[src/rtl/oled_i2c_slave_if.sv]
// oled_i2c_slave_if -- bus bundle for the OLED I2C write-only target.
//
// Signals:
//   scl_in, sda_in   raw I2C bus levels (asynchronous to clk)
//   sda_out          open-drain low level (always 0)
//   sda_oen          1 = pull SDA low (ACK), 0 = release
//   byte_valid       one-clk pulse: byte_data/byte_dc hold a new received byte
//   byte_dc          D/C# of byte_data: 0 = command, 1 = GDDRAM data
//   byte_data        received byte, held until the next byte_valid
//   busy             target addressed (address ACK until STOP / mismatching START)
//   frame_done       one-clk pulse on STOP ending an addressed transaction
//
// Modports: slave (the target block), master (the bus side / bench).
interface oled_i2c_slave_if;
  logic       scl_in;
  logic       sda_in;
  logic       sda_out;
  logic       sda_oen;
  logic       byte_valid;
  logic       byte_dc;
  logic [7:0] byte_data;
  logic       busy;
  logic       frame_done;

  modport slave (
    input  scl_in, sda_in,
    output sda_out, sda_oen, byte_valid, byte_dc, byte_data, busy, frame_done
  );

  modport master (
    output scl_in, sda_in,
    input  sda_out, sda_oen, byte_valid, byte_dc, byte_data, busy, frame_done
  );
endinterface

[src/rtl/oled_i2c_slave.sv]
// oled_i2c_slave -- write-only I2C target for an SSD1306-style OLED controller.
//
// Receives {addr,W}, then control bytes (bit7 = Co, bit6 = D/C#) each followed
// by one data byte (Co=1) or by a stream of data bytes (Co=0). Every accepted
// byte is ACKed; data bytes are presented on byte_valid/byte_data/byte_dc.
// Reads and foreign addresses are ignored (never ACKed) until START/STOP.
//
// Ports:
//   clk    system clock (single domain)
//   rst_n  asynchronous active-low reset
//   bus    oled_i2c_slave_if.slave (I2C pins and received-byte outputs)
//
// Parameter:
//   OLED_CHIP_ADDR  7-bit target address answered (default 7'h3C)
//
// Configuration macro:
//   OLED_I2C_SLAVE_GLITCH_FILTER_EN  adds a 3-sample majority filter behind
//   each synchroniser (+2 clk latency, rejects 1-clk pulses).
module oled_i2c_slave #(
  parameter logic [6:0] OLED_CHIP_ADDR = 7'h3C
) (
  input  logic              clk,
  input  logic              rst_n,
  oled_i2c_slave_if.slave   bus
);

  typedef enum logic [2:0] {
    IDLE, ADDR, ADDR_ACK, CTRL, CTRL_ACK, DATA, DATA_ACK, IGNORE
  } state_t;

  // ---------------------------------------------------------------------------
  // Input conditioning
  // ---------------------------------------------------------------------------
  logic [1:0] scl_sync_r;
  logic [1:0] sda_sync_r;
  logic       scl_s;
  logic       sda_s;

  // Two-flop synchronisers; idle bus level is high.
  always_ff @(posedge clk or negedge rst_n) begin
    if (!rst_n) begin
      scl_sync_r <= 2'b11;
      sda_sync_r <= 2'b11;
    end else begin
      scl_sync_r <= {scl_sync_r[0], bus.scl_in};
      sda_sync_r <= {sda_sync_r[0], bus.sda_in};
    end
  end

`ifdef OLED_I2C_SLAVE_GLITCH_FILTER_EN
  logic [1:0] scl_hist_r;
  logic [1:0] sda_hist_r;
  logic       scl_flt_r;
  logic       sda_flt_r;

  function automatic logic maj3(input logic [2:0] v);
    return (v[0] & v[1]) | (v[0] & v[2]) | (v[1] & v[2]);
  endfunction

  // Majority of the last three synchronised samples; a lone 1-clk pulse never
  // forms a majority.
  always_ff @(posedge clk or negedge rst_n) begin
    if (!rst_n) begin
      scl_hist_r <= 2'b11;
      sda_hist_r <= 2'b11;
      scl_flt_r  <= 1'b1;
      sda_flt_r  <= 1'b1;
    end else begin
      scl_hist_r <= {scl_hist_r[0], scl_sync_r[1]};
      sda_hist_r <= {sda_hist_r[0], sda_sync_r[1]};
      scl_flt_r  <= maj3({scl_hist_r, scl_sync_r[1]});
      sda_flt_r  <= maj3({sda_hist_r, sda_sync_r[1]});
    end
  end

  assign scl_s = scl_flt_r;
  assign sda_s = sda_flt_r;
`else
  assign scl_s = scl_sync_r[1];
  assign sda_s = sda_sync_r[1];
`endif

  // ---------------------------------------------------------------------------
  // Bus event detection
  // ---------------------------------------------------------------------------
  logic scl_d_r;
  logic sda_d_r;
  logic scl_rise_s;
  logic scl_fall_s;
  logic start_s;
  logic stop_s;

  // Previous conditioned levels for edge detection.
  always_ff @(posedge clk or negedge rst_n) begin
    if (!rst_n) begin
      scl_d_r <= 1'b1;
      sda_d_r <= 1'b1;
    end else begin
      scl_d_r <= scl_s;
      sda_d_r <= sda_s;
    end
  end

  assign scl_rise_s = scl_s & ~scl_d_r;
  assign scl_fall_s = ~scl_s & scl_d_r;
  // SCL must be high in both samples, so an SDA change coincident with SCL
  // rising is data. START needs SDA falling, STOP rising: mutually exclusive.
  assign start_s    = scl_s & scl_d_r & sda_d_r & ~sda_s;
  assign stop_s     = scl_s & scl_d_r & ~sda_d_r & sda_s;

  // ---------------------------------------------------------------------------
  // Protocol FSM
  // ---------------------------------------------------------------------------
  state_t     state_r,      state_nxt;
  logic [3:0] bit_cnt_r,    bit_cnt_nxt;
  logic [7:0] shift_r,      shift_nxt;
  logic       co_r,         co_nxt;
  logic       dc_r,         dc_nxt;
  logic       oen_r,        oen_nxt;
  logic       busy_r,       busy_nxt;
  logic       valid_r,      valid_nxt;
  logic       byte_dc_r,    byte_dc_nxt;
  logic [7:0] byte_data_r,  byte_data_nxt;
  logic       frame_done_r, frame_done_nxt;

  // State and output registers; reset releases SDA immediately.
  always_ff @(posedge clk or negedge rst_n) begin
    if (!rst_n) begin
      state_r      <= IDLE;
      bit_cnt_r    <= 4'd0;
      shift_r      <= 8'h00;
      co_r         <= 1'b0;
      dc_r         <= 1'b0;
      oen_r        <= 1'b0;
      busy_r       <= 1'b0;
      valid_r      <= 1'b0;
      byte_dc_r    <= 1'b0;
      byte_data_r  <= 8'h00;
      frame_done_r <= 1'b0;
    end else begin
      state_r      <= state_nxt;
      bit_cnt_r    <= bit_cnt_nxt;
      shift_r      <= shift_nxt;
      co_r         <= co_nxt;
      dc_r         <= dc_nxt;
      oen_r        <= oen_nxt;
      busy_r       <= busy_nxt;
      valid_r      <= valid_nxt;
      byte_dc_r    <= byte_dc_nxt;
      byte_data_r  <= byte_data_nxt;
      frame_done_r <= frame_done_nxt;
    end
  end

  // Next-state and next-output logic.
  always_comb begin
    state_nxt      = state_r;
    bit_cnt_nxt    = bit_cnt_r;
    shift_nxt      = shift_r;
    co_nxt         = co_r;
    dc_nxt         = dc_r;
    oen_nxt        = oen_r;
    busy_nxt       = busy_r;
    valid_nxt      = 1'b0;
    byte_dc_nxt    = byte_dc_r;
    byte_data_nxt  = byte_data_r;
    frame_done_nxt = 1'b0;

    if (stop_s) begin
      state_nxt      = IDLE;
      bit_cnt_nxt    = 4'd0;
      oen_nxt        = 1'b0;
      busy_nxt       = 1'b0;
      frame_done_nxt = busy_r;
    end else if (start_s) begin
      // busy survives a repeated START until the address byte decides.
      state_nxt   = ADDR;
      bit_cnt_nxt = 4'd0;
      oen_nxt     = 1'b0;
    end else begin
      case (state_r)
        ADDR, CTRL, DATA: begin
          if (scl_rise_s && (bit_cnt_r < 4'd8)) begin
            shift_nxt   = {shift_r[6:0], sda_s};
            bit_cnt_nxt = bit_cnt_r + 4'd1;
            if ((state_r == DATA) && (bit_cnt_r == 4'd7)) begin
              valid_nxt     = 1'b1;
              byte_data_nxt = {shift_r[6:0], sda_s};
              byte_dc_nxt   = dc_r;
            end else begin
              valid_nxt = 1'b0;
            end
          end else if (scl_fall_s && (bit_cnt_r == 4'd8)) begin
            // Falling edge ending bit 8: enter the ACK slot (or give up).
            bit_cnt_nxt = 4'd0;
            case (state_r)
              ADDR: begin
                if (shift_r == {OLED_CHIP_ADDR, 1'b0}) begin
                  state_nxt = ADDR_ACK;
                  oen_nxt   = 1'b1;
                  busy_nxt  = 1'b1;
                end else begin
                  state_nxt = IGNORE;
                  busy_nxt  = 1'b0;
                end
              end
              CTRL: begin
                state_nxt = CTRL_ACK;
                oen_nxt   = 1'b1;
                co_nxt    = shift_r[7];
                dc_nxt    = shift_r[6];
              end
              default: begin
                state_nxt = DATA_ACK;
                oen_nxt   = 1'b1;
              end
            endcase
          end else begin
            bit_cnt_nxt = bit_cnt_r;
          end
        end
        ADDR_ACK, CTRL_ACK, DATA_ACK: begin
          // The falling edge after the ACK clock releases SDA.
          if (scl_fall_s) begin
            oen_nxt = 1'b0;
            case (state_r)
              ADDR_ACK: state_nxt = CTRL;
              CTRL_ACK: state_nxt = DATA;
              default:  state_nxt = co_r ? CTRL : DATA;
            endcase
          end else begin
            state_nxt = state_r;
          end
        end
        IDLE, IGNORE: begin
          state_nxt = state_r;
          oen_nxt   = 1'b0;
        end
        default: begin
          state_nxt = IDLE;
          oen_nxt   = 1'b0;
        end
      endcase
    end
  end

  assign bus.sda_out    = 1'b0;
  assign bus.sda_oen    = oen_r;
  assign bus.byte_valid = valid_r;
  assign bus.byte_dc    = byte_dc_r;
  assign bus.byte_data  = byte_data_r;
  assign bus.busy       = busy_r;
  assign bus.frame_done = frame_done_r;

endmodule

[src/flat_wrapper.sv]
// flat-port wrapper written by rule: the top's interface ports become plain ports
module oled_i2c_slave_flat 
#(
  parameter logic [6:0] OLED_CHIP_ADDR = 7'h3C
)
  (clk, rst_n, bus_scl_in, bus_sda_in, bus_sda_out, bus_sda_oen, bus_byte_valid, bus_byte_dc, bus_byte_data, bus_busy, bus_frame_done);
  oled_i2c_slave_if bus_i ();
  input  logic clk;
  input  logic rst_n;
  input wire logic [$bits(bus_i.scl_in)-1:0] bus_scl_in;
  input wire logic [$bits(bus_i.sda_in)-1:0] bus_sda_in;
  output wire logic [$bits(bus_i.sda_out)-1:0] bus_sda_out;
  output wire logic [$bits(bus_i.sda_oen)-1:0] bus_sda_oen;
  output wire logic [$bits(bus_i.byte_valid)-1:0] bus_byte_valid;
  output wire logic [$bits(bus_i.byte_dc)-1:0] bus_byte_dc;
  output wire logic [$bits(bus_i.byte_data)-1:0] bus_byte_data;
  output wire logic [$bits(bus_i.busy)-1:0] bus_busy;
  output wire logic [$bits(bus_i.frame_done)-1:0] bus_frame_done;
  assign bus_i.scl_in = bus_scl_in;
  assign bus_i.sda_in = bus_sda_in;
  assign bus_sda_out = bus_i.sda_out;
  assign bus_sda_oen = bus_i.sda_oen;
  assign bus_byte_valid = bus_i.byte_valid;
  assign bus_byte_dc = bus_i.byte_dc;
  assign bus_byte_data = bus_i.byte_data;
  assign bus_busy = bus_i.busy;
  assign bus_frame_done = bus_i.frame_done;
  oled_i2c_slave #(.OLED_CHIP_ADDR(OLED_CHIP_ADDR)) u_core (.clk(clk), .rst_n(rst_n), .bus(bus_i));
endmodule
[config.mk]
export PLATFORM = sky130hd
export DESIGN_NAME = oled_i2c_slave_flat
export DESIGN_NICKNAME = d
export VERILOG_FILES = /design/src/rtl/oled_i2c_slave_if.sv /design/src/rtl/oled_i2c_slave.sv /design/src/flat_wrapper.sv
export SDC_FILE = /design/constraint.sdc
export NUM_CORES = 1
export LEC_CHECK = 0
export ABC_AREA = 1
export CAP_MARGIN = 20
export CORE_UTILIZATION = 39
export CTS_CLUSTER_SIZE = 25
export DETAILED_ROUTE_END_ITERATION = 7
export GPL_ROUTABILITY_DRIVEN = 0
export MAX_ROUTING_LAYER = met4
export PLACE_DENSITY_LB_ADDON = 0.15
export REMOVE_ABC_BUFFERS = 1
export SLEW_MARGIN = 20
export SYNTH_ARGS = -nofsm -noshare
export SYNTH_HDL_FRONTEND = slang
export SYNTH_SLANG_ARGS = --single-unit
[constraint.sdc]
create_clock -name clk -period 1.4 [get_ports clk]
set_input_delay 0.28 -clock clk [delete_from_list [all_inputs] [get_ports clk]]
set_output_delay 0.28 -clock clk [all_outputs]
set_load 0.02 [all_outputs]
==> results by group <==
Outcome
  – Outcome: finished with violations
  – Violated checks: negative setup slack

STA
  – Final hold vios: 0
  – Final worst-path cycle share: 101.8%
  – Setup violators final: 4
  – Final worst slack: -0.02579 ns
  – Max Freq: 701.4 MHz
  – Worst hold slack: 0.3590 ns
  – Fin Clk Skew: 0.01000 ns
  – Post-route minimum period: 1.426 ns
  – Fin. max-slew vios: 0
  – RSZ-0062 raised after global routing: true

GRT
  – Vias in the first global route: 1322
  – Largest net degree at the start of global routing: 37
  – Total track usage: 18.25%
  – Total gr overflow: 0
  – First-pass GRT wire length: 5.823 mm
  – Initial antenna violation count: 0

Final layout
  – Fillers: 359
  – Antenna cells: 0
  – Layout Cells excl Fill: 300
  – Commonest non-fill, non-tap cell in the layout: nand2_1
  – Synth-to-Final Area Change: 40.54%
  – Multi-input logic area: 744.5 µm²
  – Register area: 908.4 µm²
  – Share of cells above drive strength 1: 28.80%
  – Commonest non-fill, non-tap cells in the layout: nand2_1 (55), dfrtp_1 (30), inv_1 (23), o21ai_0 (16), buf_4 (16)
  – Fin nets: 255

Setup path
  – CP max FO: 4
  – Critical path class: flip-flop to flip-flop
  – Crit path DAT: 1.59 ns
  – Critical path startpoint category: flip-flop
  – Setup crit end kind: flip-flop
  – Req. time, crit path: 1.57 ns

Worst hold path
  – Type of the most critical hold path: flip-flop to flip-flop

CTS
  – H-tree lvl count: 2
  – Clk_lat worst skew: 0.29 ns
  – Clock tree from TritonCTS: built
  – Max Root-Sink Buffers: 2
  – Clock sinks: 36
  – Cts bufs inserted: 5
  – Worst-path clk slew: 0.07 ns
  – Root Driver: clkbuf_8

Routing
  – Wire per inst: 12.41 µm
  – Via/cell ratio: 4.927
  – Vias post-DR: 1478
  – Total wire length: 3.722 mm
  – Top routing layer used: met4
  – Pre-Repair DR Iteration Count: 4
  – WL met3: 248 µm
  – DRC: 0
  – WL met1: 1.684 mm
  – Routed Antenna Nets: 0
  – Metal2 WL: 1.745 mm
  – Iter 0 DRT Violations: 113

Power
  – Design Power: 0.003317 W
  – Maximum vdd drop: 0.0007507 V
  – Power Density: 1427 nW/µm²
  – P_leak: 1.198 nW

Synthesis
  – Synth area leaders: dfrtp_1 (45%), nand2_1 (14%), dfstp_2 (9.5%), inv_1 (6.4%), o21ai_0 (6.4%)
  – Synth Cell Area: 1654 µm²
  – Cell taking the most area after synthesis: dfrtp_1
  – Yosys cell types: 20
  – Top-area cell type share of the netlist area: 45.39%
  – Mapped Cells: 203
  – #FFs+latches synth: 36
  – Sequential-to-total area share from yosys stat: 54.92%
  – Warnings, synthesis: 0
  – Syn Area/Cell: 8.148 µm²

Place
  – HPWL Detailed: 2.282 mm
  – Cells after DPL: 280
  – Port Buffers: 16

Floorplan
  – Core area: 4029 µm²
  – Initial Util: 41.06%
  – Chip width: 67.13 µm
  – Chip height: 67.13 µm
  – Row cnt: 23
  – I/O Pins: 18
  – Die Area: 4506 µm²

Flow run
  – # Max-Cap Violations: 0
[metal layers]
metal | vias up | GRT usage, %
li1 | 731 | -
met1 | 691 | 23.94
met2 | 48 | 26.75
met3 | 8 | 4.623
met4 | 0 | 7.447
met5 | - | -
[cells in the mapped netlist]
cell,count
nand2_1,62
dfrtp_1,30
inv_1,28
o21ai_0,21
nor2_1,17
nand3_1,8
dfstp_2,6
nor3_1,5
a21oi_1,4
nand4_1,4
o21ai_1,4
buf_2,2
buf_6,2
ha_1,2
nand2_2,2
nor2_2,2
buf_4,1
conb_1,1
o21ai_2,1
o22ai_1,1
[critical path, stage by stage (launching register included)]
cell     delay (ns)
dfrtp_1        0.42
inv_2          0.10
ha_4           0.14
nand2_4        0.04
nor2_4         0.15
nand2_4        0.09
buf_4          0.14
o21ai_1        0.13
o22ai_1        0.09
[kinds of logic (layout without fill, tap and decap cells)]
group / Yosys count / count (layout) / synth area share, %
AOI/OAI and AO/OA: 31 / 31 / 9.683
adders and majority gates: 2 / 2 / 1.513
buffers and inverters: 33 / 78 / 8.775
DFF: 36 / 36 / 54.92
other: 1 / 1 / 0.2267
and+or+nand+nor: 100 / 102 / 24.89
[metrics by stage]
stage          setup slack, ns  setup TNS, ns  util (%)  cell area (µm²)
6_report              -0.02579       -0.06817     57.70             2325
5_1_grt                -0.1522         -1.316     57.70             2325
4_1_cts              -0.006776       -0.01146     51.83             2088
3_5_place_dp          -0.06482        -0.3707     49.07             1977
3_3_place_gp          -0.06921        -0.2823     49.07             1977
2_1_floorplan         -0.04674        -0.1638         -             1614
[registers in the layout, indices dropped and copies added, names as in the netlist]
register,flops
u_core.bus.byte_data,8
u_core.state_r,3
u_core.bus.byte_dc,1
u_core.sda_d_r,1
u_core.bus.byte_valid,1
u_core.bus.busy,1
u_core.scl_d_r,1
u_core.bus.frame_done,1
u_core.co_r,1
u_core.dc_r,1
u_core.sda_sync_r,2
u_core.scl_sync_r,2
u_core.bus.sda_oen,1
u_core.shift_r,8
u_core.bit_cnt_r,4
[what timing repair did]
item                                    CTS  global route
pin swaps                                 0            19
cloned                                    0             4
setup buffers                             0             7
gates resized for setup                  23            37
hold endpoints to repair                 30             0
hold buffers                              1             0
endpoints found under the setup margin   24            28
[power breakdown]
part           internal, W  switching, W  total, W
clock network     0.000355      0.000365  0.000720
registers          0.00121      0.000160   0.00137
logic             0.000525      0.000705   0.00123
total              0.00209       0.00123   0.00332
[area by class of cell]
cell class / instances / share of cell area (%)
sequential: 36 / 39.07
multi-input combinational: 136 / 32.02
timing repair buffer: 42 / 17.87
inverter: 28 / 4.682
clock buffer: 7 / 3.283
tap: 50 / 2.691
clock inverter: 1 / 0.3767
[worst paths after layout]
path,start,to,slack [ns],depth (start not counted)
hold / removal,u_core.scl_sync_r[0]$_DFF_PN1_,u_core.scl_sync_r[1]$_DFF_PN1_,0.36,0
setup / recovery,u_core.bit_cnt_r[1]$_DFFE_PN0P_,u_core.bus.busy$_DFFE_PN0P_,-0.03,8
min in group asynchronous,rst_n,u_core.bus.byte_dc$_DFFE_PN0P_,0.47,3
max in group asynchronous,rst_n,u_core.scl_d_r$_DFF_PN1_,0.68,3
hold reg to reg,u_core.scl_sync_r[0]$_DFF_PN1_,u_core.scl_sync_r[1]$_DFF_PN1_,0.36,0
setup reg to reg,u_core.bit_cnt_r[1]$_DFFE_PN0P_,u_core.bus.busy$_DFFE_PN0P_,-0.03,8
(Power assumes the default switching activity.)
